### config.mk
export PLATFORM = sky130hd
export DESIGN_NAME = instr_fetch_flat
export DESIGN_NICKNAME = d
export VERILOG_FILES = /design/src/rtl/instr_fetch_if.sv /design/src/rtl/instr_fetch.sv /design/src/flat_wrapper.sv
export SDC_FILE = /design/constraint.sdc
export NUM_CORES = 1
export LEC_CHECK = 0
export ABC_AREA = 1
export BUFFER_PORTS_ARGS = -buffer_cell sky130_fd_sc_hd__buf_2
export CAP_MARGIN = 10
export CORE_MARGIN = 2
export CORE_UTILIZATION = 51
export CTS_CLUSTER_SIZE = 14
export DETAILED_ROUTE_END_ITERATION = 10
export HOLD_SLACK_MARGIN = 0.05
export PLACE_DENSITY = 0.84
export SYNTH_ARGS = -nofsm -noshare
export SYNTH_HDL_FRONTEND = slang
export SYNTH_SLANG_ARGS = --single-unit
### constraint.sdc
create_clock -name clk -period 4.1 [get_ports clk]
set_input_delay 1.025 -clock clk [delete_from_list [all_inputs] [get_ports clk]]
set_output_delay 1.025 -clock clk [all_outputs]
set_load 0.02 [all_outputs]
### src/rtl/instr_fetch_if.sv
// Fetch-stage bundle: byte-wide program memory read port plus the instruction
// queue head presented to the control unit and the PC redirect input.
interface instr_fetch_if #(
  parameter int ADDR_W = 16
);
  logic [ADDR_W-1:0] mem_addr;
  logic              mem_rd;
  logic [7:0]        mem_rdata;
  logic              mem_ack;
  logic              pc_load;
  logic [ADDR_W-1:0] pc_in;
  logic [15:0]       instr;
  logic              instr_valid;
  logic              instr_take;
  logic [ADDR_W-1:0] instr_pc;

  modport master (
    output mem_addr, mem_rd, instr, instr_valid, instr_pc,
    input  mem_rdata, mem_ack, pc_load, pc_in, instr_take
  );

  modport slave (
    input  mem_addr, mem_rd, instr, instr_valid, instr_pc,
    output mem_rdata, mem_ack, pc_load, pc_in, instr_take
  );
endinterface

### src/rtl/instr_fetch.sv
// Instruction fetch: assembles big-endian 16-bit words from a byte-wide memory
// into a DEPTH-entry prefetch queue; pc_load flushes and redirects.
module instr_fetch #(
  parameter int ADDR_W = 16,
  parameter int DEPTH  = 2
) (
  input  logic           clk,
  input  logic           r,
  instr_fetch_if.master  bus
);
  localparam int PW = $clog2(DEPTH);
  localparam logic [PW:0] DEPTH_C = (PW+1)'(DEPTH);

  localparam logic [1:0] IDLE  = 2'd0;
  localparam logic [1:0] HI    = 2'd1;
  localparam logic [1:0] LO    = 2'd2;
  localparam logic [1:0] DRAIN = 2'd3;

  logic [1:0]        state;
  logic [ADDR_W-1:0] fetch_ptr;
  logic [7:0]        hi_byte;
  logic              rd_req;
  logic [ADDR_W-1:0] rd_addr;

  logic [15:0]       q_word [DEPTH];
  logic [ADDR_W-1:0] q_pc   [DEPTH];
  logic [PW-1:0]     rd_ptr, wr_ptr;
  logic [PW:0]       count;

  logic              do_take, do_push, room_after;
  logic [PW:0]       count_nxt;
  logic [ADDR_W-1:0] target, ptr_inc;

  // A redirect overrides both the take and the push of the same cycle.
  assign do_take    = bus.instr_take && (count != '0) && !bus.pc_load;
  assign do_push    = (state == LO) && bus.mem_ack && !bus.pc_load;
  assign count_nxt  = count + {{PW{1'b0}}, do_push} - {{PW{1'b0}}, do_take};
  assign room_after = count_nxt < DEPTH_C;
  assign target     = bus.pc_in & ~ADDR_W'(1);
  assign ptr_inc    = fetch_ptr + ADDR_W'(2);

  always_ff @(posedge clk) begin
    if (r) begin
      state     <= IDLE;
      fetch_ptr <= '0;
      hi_byte   <= '0;
      rd_req    <= 1'b0;
      rd_addr   <= '0;
      rd_ptr    <= '0;
      wr_ptr    <= '0;
      count     <= '0;
    end else if (bus.pc_load) begin
      fetch_ptr <= target;
      rd_ptr    <= '0;
      wr_ptr    <= '0;
      count     <= '0;
      // An outstanding read must finish at its old address before redirecting.
      if (state == IDLE || bus.mem_ack) begin
        state   <= HI;
        rd_req  <= 1'b1;
        rd_addr <= target;
      end else begin
        state   <= DRAIN;
      end
    end else begin
      count <= count_nxt;
      if (do_take) rd_ptr <= rd_ptr + PW'(1);
      if (do_push) wr_ptr <= wr_ptr + PW'(1);
      case (state)
        IDLE: if (count < DEPTH_C) begin
          state   <= HI;
          rd_req  <= 1'b1;
          rd_addr <= fetch_ptr;
        end
        HI: if (bus.mem_ack) begin
          hi_byte <= bus.mem_rdata;
          rd_addr <= fetch_ptr + ADDR_W'(1);
          state   <= LO;
        end
        LO: if (bus.mem_ack) begin
          fetch_ptr <= ptr_inc;
          if (room_after) begin
            state   <= HI;
            rd_addr <= ptr_inc;
          end else begin
            state   <= IDLE;
            rd_req  <= 1'b0;
          end
        end
        default: if (bus.mem_ack) begin
          state   <= HI;
          rd_addr <= fetch_ptr;
        end
      endcase
    end
  end

  always_ff @(posedge clk) begin
    if (!r && do_push) begin
      q_word[wr_ptr] <= {hi_byte, bus.mem_rdata};
      q_pc[wr_ptr]   <= fetch_ptr;
    end
  end

  assign bus.mem_rd      = rd_req;
  assign bus.mem_addr    = rd_addr;
  assign bus.instr_valid = (count != '0);
  assign bus.instr       = (count != '0) ? q_word[rd_ptr] : 16'h0000;
  assign bus.instr_pc    = (count != '0) ? q_pc[rd_ptr] : '0;
endmodule

### src/flat_wrapper.sv
// flat-port wrapper written by rule: the top's interface ports become plain ports
module instr_fetch_flat 
#(
  parameter int ADDR_W = 16,
  parameter int DEPTH  = 2
)
  (clk, r, bus_mem_addr, bus_mem_rd, bus_instr, bus_instr_valid, bus_instr_pc, bus_mem_rdata, bus_mem_ack, bus_pc_load, bus_pc_in, bus_instr_take);
  instr_fetch_if #(.ADDR_W(ADDR_W)) bus_i ();
  input  logic clk;
  input  logic r;
  output wire logic [$bits(bus_i.mem_addr)-1:0] bus_mem_addr;
  output wire logic [$bits(bus_i.mem_rd)-1:0] bus_mem_rd;
  output wire logic [$bits(bus_i.instr)-1:0] bus_instr;
  output wire logic [$bits(bus_i.instr_valid)-1:0] bus_instr_valid;
  output wire logic [$bits(bus_i.instr_pc)-1:0] bus_instr_pc;
  input wire logic [$bits(bus_i.mem_rdata)-1:0] bus_mem_rdata;
  input wire logic [$bits(bus_i.mem_ack)-1:0] bus_mem_ack;
  input wire logic [$bits(bus_i.pc_load)-1:0] bus_pc_load;
  input wire logic [$bits(bus_i.pc_in)-1:0] bus_pc_in;
  input wire logic [$bits(bus_i.instr_take)-1:0] bus_instr_take;
  assign bus_mem_addr = bus_i.mem_addr;
  assign bus_mem_rd = bus_i.mem_rd;
  assign bus_instr = bus_i.instr;
  assign bus_instr_valid = bus_i.instr_valid;
  assign bus_instr_pc = bus_i.instr_pc;
  assign bus_i.mem_rdata = bus_mem_rdata;
  assign bus_i.mem_ack = bus_mem_ack;
  assign bus_i.pc_load = bus_pc_load;
  assign bus_i.pc_in = bus_pc_in;
  assign bus_i.instr_take = bus_instr_take;
  instr_fetch #(.ADDR_W(ADDR_W), .DEPTH(DEPTH)) u_core (.clk(clk), .r(r), .bus(bus_i));
endmodule
After elaboration in Yosys (flattened, before gate mapping)
Memories as Yosys holds them, arrays and structs flattened. A register that Yosys moved wholly into a read port is not among the register bits.
Cells that the tools add are included.
{"block": "totals", "out_inout_bits": 50, "mem_bits_rw": 64, "ff_bits": 47, "input_bits": 29, "elab_cells": 82, "mem_count": 2}
{"block": "classes", "n_mux": 33, "n_addsub": 6, "n_reduce_logical": 21, "eq_ne": 8, "n_bitwise": 1, "magnitude_cmp": 2}
{"name": "u_core.q_pc", "depth": 2, "width": 16, "rd": 1, "rd_ports_with_merged_regs": 1, "wr": 1, "line_no": "instr_fetch.sv:26", "source": "logic [ADDR_W-1:0] q_pc [DEPTH];"}
{"name": "u_core.q_word", "depth": 2, "width": 16, "rd": 1, "rd_ports_with_merged_regs": 1, "wr": 1, "line_no": "instr_fetch.sv:25", "source": "logic [15:0] q_word [DEPTH];"}
{"op": "$mux 16", "count": 12}
{"op": "$pmux 16 s3", "count": 1}
{"op": "$add 16x1->16 const B", "count": 1}
{"op": "$add 16x2->16 const B", "count": 1}
{"op": "$mux 1", "count": 12}
{"op": "$mux 2", "count": 6}
{"op": "$ne 3x3->1 const B", "count": 4}
{"op": "$pmux 2 s3", "count": 1}
{"op": "$reduce_and 6->1", "count": 1}
{"op": "$reduce_bool 2->1", "count": 3}
{"op": "$reduce_bool 3->1", "count": 2}
{"op": "$logic_and 1x1->1", "count": 5}
{"op": "$reduce_and 5->1", "count": 1}
{"op": "$lt 2x2->1 const B", "count": 2}
{"op": "$reduce_and 2->1", "count": 2}
{"op": "$reduce_and 4->1", "count": 1}
{"op": "$ne 3x2->1 const B", "count": 1}
{"op": "$reduce_and 3->1", "count": 1}
{"op": "$add 1x1->1 const B", "count": 2}
{"op": "$add 2x1->2", "count": 1}
{"op": "$eq 2x1->1 const B", "count": 1}
{"op": "$eq 2x2->1 const B", "count": 1}
{"op": "$logic_not 1->1", "count": 2}
{"op": "$logic_not 2->1", "count": 1}
{"op": "6 further kinds", "count": 6}

Longest topological paths before layout
{"block": "logic_depth", "depth_word": 10, "mapped_depth": 15, "depth_no_buf": 14}

Worst setup path before layout
OpenSTA, ideal clock, no wires.
{"block": "synth_timing", "kind": "input to register", "from": "input port bus_mem_ack", "to": "memory u_core.q_pc[0][10], enable pin", "setup_time_ps": 458, "arrival_time_ps": 3700, "slack_ps": -57, "t_required_ps": 3642, "path_stages": 5, "path_buffers": 1, "cell_sequence": "clkbuf_1 inv_1 nor2_1 inv_1 nor3_1"}
{"block": "synth_between", "elab_chain_cells": 5}
{"item": "start, declared", "line_no": "flat_wrapper.sv:17", "source": "input wire logic [$bits(bus_i.mem_ack)-1:0] bus_mem_ack;"}
{"item": "$logic_and 1x1->1 (2 in series)", "line_no": "instr_fetch.sv:36", "source": "assign do_push = (state == LO) && bus.mem_ack && !bus.pc_load;"}
{"item": "named net u_core.do_push", "line_no": "instr_fetch.sv:30", "source": "logic do_take, do_push, room_after;"}
{"item": "$logic_and 1x1->1", "line_no": "instr_fetch.sv:99", "source": "if (!r && do_push) begin"}
{"item": "$mux 1", "line_no": "instr_fetch.sv:99"}
{"item": "$mux 1 (not written as such)", "line_no": "instr_fetch.sv:101", "source": "q_pc[wr_ptr] <= fetch_ptr;"}
{"item": "end, declared", "line_no": "instr_fetch.sv:26"}
The timed path passes the listed nets, and every way through them passes these cells.

==> qor.txt <==
Status - complete, no violations
Grt ovf - 0
Crit path arrival time - 2.01 ns
Hold_buf cts - 0
Die width - 103 um
Cell Area, Placed - 0.00552 sq mm
Final setup viols - 0
CTS Buf Count - 9
Min-delay src - u_core.hi_byte[5]
Simple-gate share of the synthesized area - 0.232
CTS resizes - 0
Max-cap violation count - 0
Global-route wire length before repair - 17,900 um
Max-slew headroom - 0.368
Initial Utilization - 0.520
IO Count - 79
Clock Skew - 0.0112 ns
Routed WL - 11,200 um
Vias in the first global route - 3,855
Fraction of layout cells with a size suffix above 1 - 0.181
Final Max Slew Viols - 0
Diodes inserted - 0
RSZ-0062 raised after global routing - no
Util after Layout - 0.591
Startpoint Class - flip-flop
Total track usage - 0.216
Post-synthesis sequential area ratio - 0.557
Synth Instances - 592
Root Driver - clkbuf_8
Slew @ Worst Pin - 0.948 ns
Hold Slack - 0.464 ns
FF-to-FF path depth - 15
Die area - 0.0107 sq mm
Post-Synth Adder-Cell Area - 0.0149
Largest net degree at the start of global routing - 33
Die extent in y - 103 um
CP Class - flip-flop to output port
Port Buf Inserts - 76
Postcts setup bufs - 0
Post-synthesis xor/xnor area fraction - 0.00870
R2R setup slack - 1.23 ns
Worst-path clk slew - 0.11 ns
Hold Crit Class - flip-flop to flip-flop
Largest family of logic cells by synthesized area - simple AND/OR/NAND/NOR gates
Reg2Reg Launch Point - u_core.count[1]
Synthesized Nets - 627
Routability congestion estimate - 0.876
H-tree levels - 3
# rows - 36
Proportion of synthesized area in mux cells - 0
Fmax - 329 MHz
Non-Filler Cell Area, Final - 0.00572 sq mm
Hold depth - 0
Worst vdd ir - 0.000183 V
Final hold vios - 0
Initial DRC Count - 243
Post-DP HPWL - 7460 um
Synthesized area per cell - 8.50 sq um
Multi-input gate area - 0.00190 sq mm
Vias per cell - 5.24
Finished Layout Cells - 796
Fill cell count - 838
Final Critical Period - 3.04 ns
Initial antenna violation count - 0
DRC - 0
DRT antenna net count - 0
Clk buf depth - 2
CTS sink count - 109
Yosys reg bits - 109
Crit. End Element - output port
Area fraction in compound gates after synthesis - 0.119
Crit Reg-Reg Endpoint - u_core.bus.mem_addr[15]
FF/Latch Area - 0.00280 sq mm
Mean routed wirelength per cell - 14.0 um
Cells after DPL - 780
Area of the mapped netlist - 0.00503 sq mm
Crit path required time - 3.07 ns
CP max FO - 31
Yosys Warn Count - 0
Worst-Skew Late Latency - 0.38 ns
Core ar. - 0.00968 sq mm
Hold EP - u_core.q_word[0][13]
DRT Pass-1 Iters - 5
Syn-to-layout area delta - 13.6%
Fin nets - 693
Period Utilization, post-route - 0.741
PwrDens - 381 mW/mm^2
Via count - 4,170
Yosys cell types - 35
CTS tree - done
LEAKAGE - 2.43 nW
==> state kept, by name, summed over array words and instances, names as in the netlist, named ones only <==
register / count
u_core.state: 2
u_core.fetch_ptr: 15
u_core.hi_byte: 8
u_core.bus.mem_addr: 16
u_core.q_word: 32
u_core.count: 2
u_core.wr_ptr: 1
u_core.q_pc: 30
u_core.bus.mem_rd: 1
u_core.rd_ptr: 1
==> logic make-up (layout without fill, tap and decap cells) <==
logic type | after synthesis | in the layout
other | 1 | 1
and+or+nand+nor | 276 | 276
xor gates and xnor gates | 5 | 5
AOI/OAI and AO/OA | 110 | 110
DFF | 109 | 109
adders and majority gates | 6 | 6
buffers and inverters | 85 | 156
==> Yosys cell counts <==
| library cell | number | share of area |
|---|---|---|
| nand4_1 | 5 | 0.0062 |
| nor2_1 | 35 | 0.026 |
| nand3_1 | 39 | 0.039 |
| buf_2 | 2 | 0.0020 |
| a21oi_2 | 3 | 0.0052 |
| inv_2 | 2 | 0.0015 |
| buf_1 | 1 | 0.00074 |
| nor3_4 | 1 | 0.0032 |
| conb_1 | 1 | 0.00074 |
| xor2_1 | 3 | 0.0052 |
| o21bai_1 | 1 | 0.0015 |
| nand3b_1 | 1 | 0.0015 |
| nor3_1 | 3 | 0.0030 |
| clkbuf_1 | 22 | 0.016 |
| a211oi_1 | 1 | 0.0015 |
| nand3_2 | 1 | 0.0020 |
| a31o_2 | 1 | 0.0017 |
| buf_4 | 2 | 0.0030 |
| nor2_8 | 1 | 0.0040 |
| o21ai_2 | 1 | 0.0017 |
| or2_2 | 1 | 0.0012 |
| o211ai_1 | 2 | 0.0030 |
| edfxtp_1 | 62 | 0.37 |
| inv_1 | 54 | 0.040 |
| a21oi_1 | 56 | 0.056 |
| xnor2_1 | 2 | 0.0035 |
| buf_6 | 2 | 0.0045 |
| dfxtp_1 | 47 | 0.19 |
| ha_1 | 6 | 0.015 |
| o21ai_0 | 27 | 0.027 |
| o21ai_1 | 3 | 0.0030 |
| a31oi_1 | 15 | 0.019 |
| nand2_1 | 183 | 0.14 |
| nand2_4 | 2 | 0.0045 |
| nor2_2 | 4 | 0.0050 |
==> cells in the final DEF, fill, tap and decap left out, types with 2 or more instances in the layout <==
cell type    n
nand2_1    183
buf_2       76
edfxtp_1    62
a21oi_1     56
inv_1       54
dfxtp_1     47
nand3_1     39
nor2_1      34
o21ai_0     27
a31oi_1     15
clkbuf_8    10
buf_4        8
ha_1         6
nor2_2       5
nand4_1      5
xor2_1       3
o21ai_1      3
a21oi_2      3
inv_6        3
inv_2        2
nor3_2       2
xnor2_1      2
nand2_4      2
o211ai_1     2
==> metal layers <==
| layer | track usage | part of all wire | up-vias |
|---|---|---|---|
| li1 | - | - | 2089 |
| met5 | 0 | 0 | - |
| met4 | 0.0810 | 0.016 | 0 |
| met3 | 0.0249 | 0.069 | 15 |
| met1 | 0.288 | 0.43 | 1902 |
| met2 | 0.363 | 0.48 | 164 |
==> area by class of cell <==
class | count | share of cell area
Sequential cell | 109 | 0.490
Multi-Input combinational cell | 398 | 0.332
Timing Repair Buffer | 84 | 0.0770
Inverter | 56 | 0.0367
Tap cell | 133 | 0.0291
Clock buffer | 10 | 0.0241
Clock inverter | 6 | 0.0109
==> critical path, cell delays in order (launching register included) <==
cell     delay, ns
dfxtp_1       0.35
inv_1         0.69
nand2_1       0.13
a21oi_1       0.24
buf_2         0.21
==> through the flow <==
stage	TNS (ns)	power [mW]	setup WS [ns]
2_1_floorplan	-3.56	1.47	-0.0574
6_report	0	2.18	1.06
3_5_place_dp	0	1.55	0.845
3_3_place_gp	0	1.54	0.921
5_1_grt	0	2.28	0.888
4_1_cts	0	2.19	1.04
==> where the power goes <==
group          leakage, nW  switching [mW]  internal, mW
registers            0.968          0.0431          1.20
logic                 1.36           0.194        0.0940
clock network        0.103           0.396         0.255
==> worst max-delay path by stage <==
stage | to | cells after the start
floorplan | u_core.q_pc[0][10] | 5
global placement | u_core.bus.mem_addr[8] | 12
detailed placement | u_core.bus.mem_addr[6] | 12
CTS | bus_instr_pc[3] | 4
global route | bus_instr_pc[11] | 4
finish | bus_instr_pc[5] | 4
Note: power is estimated with default switching activity, not from simulation.
